$ cat config.mk
export PLATFORM = sky130hd
export DESIGN_NAME = mux_scan_ctrl
export DESIGN_NICKNAME = d
export VERILOG_FILES = /design/src/rtl/mux_scan_ctrl.sv
export SDC_FILE = /design/constraint.sdc
export NUM_CORES = 1
export LEC_CHECK = 0
export ABC_AREA = 1
export CAP_MARGIN = 0
export CELL_PAD_IN_SITES_DETAIL_PLACEMENT = 1
export CELL_PAD_IN_SITES_GLOBAL_PLACEMENT = 1
export CORE_ASPECT_RATIO = 0.8
export CORE_MARGIN = 8
export CORE_UTILIZATION = 42
export DETAILED_ROUTE_END_ITERATION = 10
export GPL_TIMING_DRIVEN = 0
export PLACE_DENSITY = 0.88
export SLEW_MARGIN = 20
export SYNTH_ARGS = -nofsm -noshare
export SYNTH_HDL_FRONTEND = slang
export SYNTH_SLANG_ARGS = --single-unit
$ cat constraint.sdc
create_clock -name clk -period 2 [get_ports clk]
set_input_delay 0.4 -clock clk [delete_from_list [all_inputs] [get_ports clk]]
set_output_delay 0.4 -clock clk [all_outputs]
set_load 0.005 [all_outputs]
$ cat src/rtl/mux_scan_ctrl.sv
// Mux scan controller: walks a downstream 4:1 mux select through ch0..ch3, dwelling
// DWELL cycles per channel, then hands the sampled 4-bit frame out over valid/ready.
module mux_scan_ctrl #(
  parameter int unsigned DWELL = 2
) (
  input  logic       clk,
  input  logic       rst_n,
  input  logic       start,
  output logic [1:0] sel,
  input  logic       mux_f,
  output logic [3:0] frame,
  output logic       frame_valid,
  input  logic       frame_ready,
  output logic       busy
);

  localparam logic [3:0] DWELL_LAST = 4'(DWELL - 1);

  typedef enum logic [1:0] {
    ST_IDLE   = 2'd0,
    ST_SCAN   = 2'd1,
    ST_OUTPUT = 2'd2
  } state_e;

  state_e     state_q, state_d;
  logic [1:0] sel_q, sel_d;
  logic [3:0] cnt_q, cnt_d;
  logic [2:0] cap_q, cap_d;
  logic [3:0] frame_q, frame_d;
  logic       fv_q, fv_d;
  logic       busy_q, busy_d;
  logic       dwell_done;
  logic       handshake;

  always_ff @(posedge clk or negedge rst_n) begin
    if (!rst_n) begin
      state_q <= ST_IDLE;
      sel_q   <= 2'b00;
      cnt_q   <= 4'd0;
      cap_q   <= 3'b000;
      frame_q <= 4'b0000;
      fv_q    <= 1'b0;
      busy_q  <= 1'b0;
    end else begin
      state_q <= state_d;
      sel_q   <= sel_d;
      cnt_q   <= cnt_d;
      cap_q   <= cap_d;
      frame_q <= frame_d;
      fv_q    <= fv_d;
      busy_q  <= busy_d;
    end
  end

  assign dwell_done = (cnt_q == DWELL_LAST);
  assign handshake  = fv_q && frame_ready;

  always_comb begin
    state_d = state_q;
    sel_d   = sel_q;
    cnt_d   = cnt_q;
    cap_d   = cap_q;
    frame_d = frame_q;
    fv_d    = fv_q;
    busy_d  = busy_q;

    unique case (state_q)
      ST_IDLE: begin
        if (start) begin
          state_d = ST_SCAN;
          sel_d   = 2'b00;
          cnt_d   = 4'd0;
          busy_d  = 1'b1;
        end
      end

      ST_SCAN: begin
        if (dwell_done) begin
          cnt_d = 4'd0;
          if (sel_q == 2'b11) begin
            // ch3 goes straight into the frame; it never needs a capture bit.
            frame_d = {mux_f, cap_q};
            fv_d    = 1'b1;
            sel_d   = 2'b00;
            state_d = ST_OUTPUT;
          end else begin
            cap_d[sel_q] = mux_f;
            sel_d        = sel_q + 2'b01;
          end
        end else begin
          cnt_d = cnt_q + 4'd1;
        end
      end

      ST_OUTPUT: begin
        if (handshake) begin
          fv_d = 1'b0;
          if (start) begin
            // Back-to-back scan: skip IDLE entirely.
            state_d = ST_SCAN;
            sel_d   = 2'b00;
            cnt_d   = 4'd0;
          end else begin
            state_d = ST_IDLE;
            busy_d  = 1'b0;
          end
        end
      end

      default: begin
        state_d = ST_IDLE;
        sel_d   = 2'b00;
        cnt_d   = 4'd0;
        fv_d    = 1'b0;
        busy_d  = 1'b0;
      end
    endcase
  end

  assign sel         = sel_q;
  assign frame       = frame_q;
  assign frame_valid = fv_q;
  assign busy        = busy_q;

endmodule

==> metrics <==
status=finished clean; global-route wire length before repair=3.539 mm; most frequent cells after synthesis=nand2_1, dfrtp_1, inv_1, nand3_1, ha_1; Post-Synthesis Cells=104; post-CTS setup buffer count=0; Die Wd=67.35 um; Total Power=1.415 mW; Final setup violation count=0; Worst R2R Path Depth=7; clock skew=0.002339 ns; Distinct cells, synth=19; post-CTS resize count=0; die area=3844 um^2; initial core utilization=42.52%; reg2reg end=frame[0]; delay-heaviest family, CP=buffers and inverters; most common flop cell mapped by yosys=dfrtp_1; ANT cells=0; Final #Nets=132; IO Pins=13; Seq cells post-synth=17; design area=1064 um^2; initial antenna violation count=0; CP Capture Type=primary output; Hold/Removal Path Class=reg -> reg; CTS sink cnt=17; total global-route track usage=11.82%; Post-synth ARST share=100.0%; final std cells w/o fill=145; Post-CTS Hold Buffers=0; most common cell in the synthesized netlist=nand2_1; WP data arrival=1.27 ns; initial DRC count=21; setup TNS=0 ns; Final ANT Viol Nets=0; startpoint types=flip-flop; worst reg-to-reg setup slack=0.68 ns; CP Data Required Time=1.60 ns; Max IR drop VDD=0.6425 mV; via count=727; I/O Buffers=12; Final Cycle Share=83.54%; worst skew pair latency=0.29 ns; slowest cell on the critical path=clkdlybuf4s50_1; final core utilization=51.05%; Clock Pin Slew Worst Setup and Hold Paths=0.10 ns; H-tree lvl count=1; largest net degree at the start of global routing=18; 1st-pass router iterations=4; Gate power share=43.4%; register area share after synthesis=48.02%; Clock Path Buffers=2; final worst path period need=1.671 ns; Placed Area=1037 um^2; Setup Crit Path Kind=reg -> out; WL/cell=13.66 um; post-synth top area share=48.02%; CTS tree=yes; Max Cap Viol=0; top cells by area, synth=dfrtp_1, nand2_1, ha_1; CTS Buf Count=3; worst hold stages=2; Final GP Congestion=0.7786; CP startpoint=sel[0]; RSZ-0062 raised after global routing=false; CP peak stage delay=0.54 ns; Slew Limit Fails=0; vias per inst=5.014; worst reg2reg path startpoint=cnt_q[1]; Post-Synthesis Cell Area=885.9 um^2; Pleak=0.5421 nW; synth warn=0; Syn Area/Cell=8.518 um^2; fmax=598.5 MHz; Core Box Area=2083 um^2; Slew headroom=48.62%; final HPWL from detailed placement=1.549 mm; fraction of layout cells with a size suffix above 1=11.67%; Final Hold Fails=0; Pwr Density=1330 nW/um^2; EDFF count, synth=0; sw power=0.5577 mW; sum of buffers and inverters on the critical path=1; Placed Cells incl. Taps=141; Power Internal=0.8570 mW; worst-path fanout max=5; area growth from synthesis to layout=20.06%; switching share of power=39.42%; largest area contributor in the netlist=dfrtp_1; DRT Wirelength=1.981 mm; post-route DRC violation count=0; global route overflow=0; sequential share of power=43.8%; clock share of power=12.8%; net count after synthesis=115; number of global-route vias before repair=783; worst-margin pin slew=0.7682 ns; HP Start=cap_q[1]; root buf cell=clkbuf_4; # rows=15; Die H=57.08 um; crit-path cells=clkdlybuf4s50_1; worst hold path endpoint=frame[1]
-- sequential cells by signal (all words and copies together) (netlist names) --
register,flops
busy,1
frame_valid,1
sel,2
cnt_q,4
state_q,2
cap_q,3
frame,4
-- logic make-up after synthesis --
logic type      count (synthesis)  synth area share, %
fa+ha+maj                       6                8.474
flops                          17                48.02
xor+xnor                        1               0.9889
simple gates                   61                32.63
compound gates                  8                5.227
buf+inv                        11                4.661
-- power groups by stage --
stage	clock, mW	combinational (mW)	sequential, mW
6_report	0.181	0.614	0.619
5_1_grt	0.205	0.706	0.639
4_1_cts	0.196	0.634	0.621
3_5_place_dp	0	0.630	0.628
3_3_place_gp	0	0.596	0.611
2_1_floorplan	0	0.381	0.602
-- how the worst max path moves through the flow --
stage	slack, ns	to	depth (start not counted)
2_1_floorplan	0.88	frame[0]	7
3_3_place_gp	0.53	cnt_q[0]	6
3_5_place_dp	0.46	cnt_q[1]	6
4_1_cts	0.30	sel[0]	1
5_1_grt	0.25	sel[0]	1
6_report	0.33	sel[0]	1
-- per-stage QoR --
| step | setup slack (ns) | hold WS (ns) |
|---|---|---|
| after CTS | 0.2968 | 0.4946 |
| after detailed placement | 0.4610 | 0.4693 |
| after global routing | 0.2540 | 0.5199 |
| after floorplan | 0.8823 | 0.1044 |
| final | 0.3291 | 0.4878 |
| after global placement | 0.5306 | 0.4588 |
-- final cells by class --
cell class	instances	area, um^2
fill	251	1020
sequential	17	425.4
clock buffer	4	26.28
multi-input combinational	76	419.2
tap	25	31.28
timing repair buffer	12	120.1
inverter	11	41.29
-- cells in the final DEF (no fill, tap or decap), types with 2 or more instances in the layout --
| cell type | synthesis | routed |
|---|---|---|
| nand3_1 | 9 | 9 |
| nor2_4 | 2 | 2 |
| nand3_2 | 2 | 2 |
| dfrtp_1 | 17 | 17 |
| clkbuf_4 | 0 | 3 |
| ha_1 | 6 | 6 |
| o21ai_0 | 3 | 3 |
| nand4_1 | 2 | 2 |
| nand2_2 | 3 | 3 |
| clkdlybuf4s50_1 | 0 | 12 |
| nand2_1 | 37 | 37 |
| a21oi_1 | 2 | 2 |
| inv_1 | 9 | 9 |
| inv_2 | 2 | 2 |
| nor2_1 | 4 | 4 |
-- routing by layer --
| layer | vias to the layer above | part of all wire, % | wire, um | GRT usage (%) |
|---|---|---|---|---|
| met3 | 2 | 4.0 | 79 | 5.273 |
| met1 | 356 | 46 | 921 | 14.34 |
| met4 | 0 | 0.76 | 15 | 2.679 |
| met5 | - | 0 | 0 | 0 |
| met2 | 6 | 49 | 964 | 18.66 |
| li1 | 363 | - | - | - |
(Power assumes the default switching activity.)
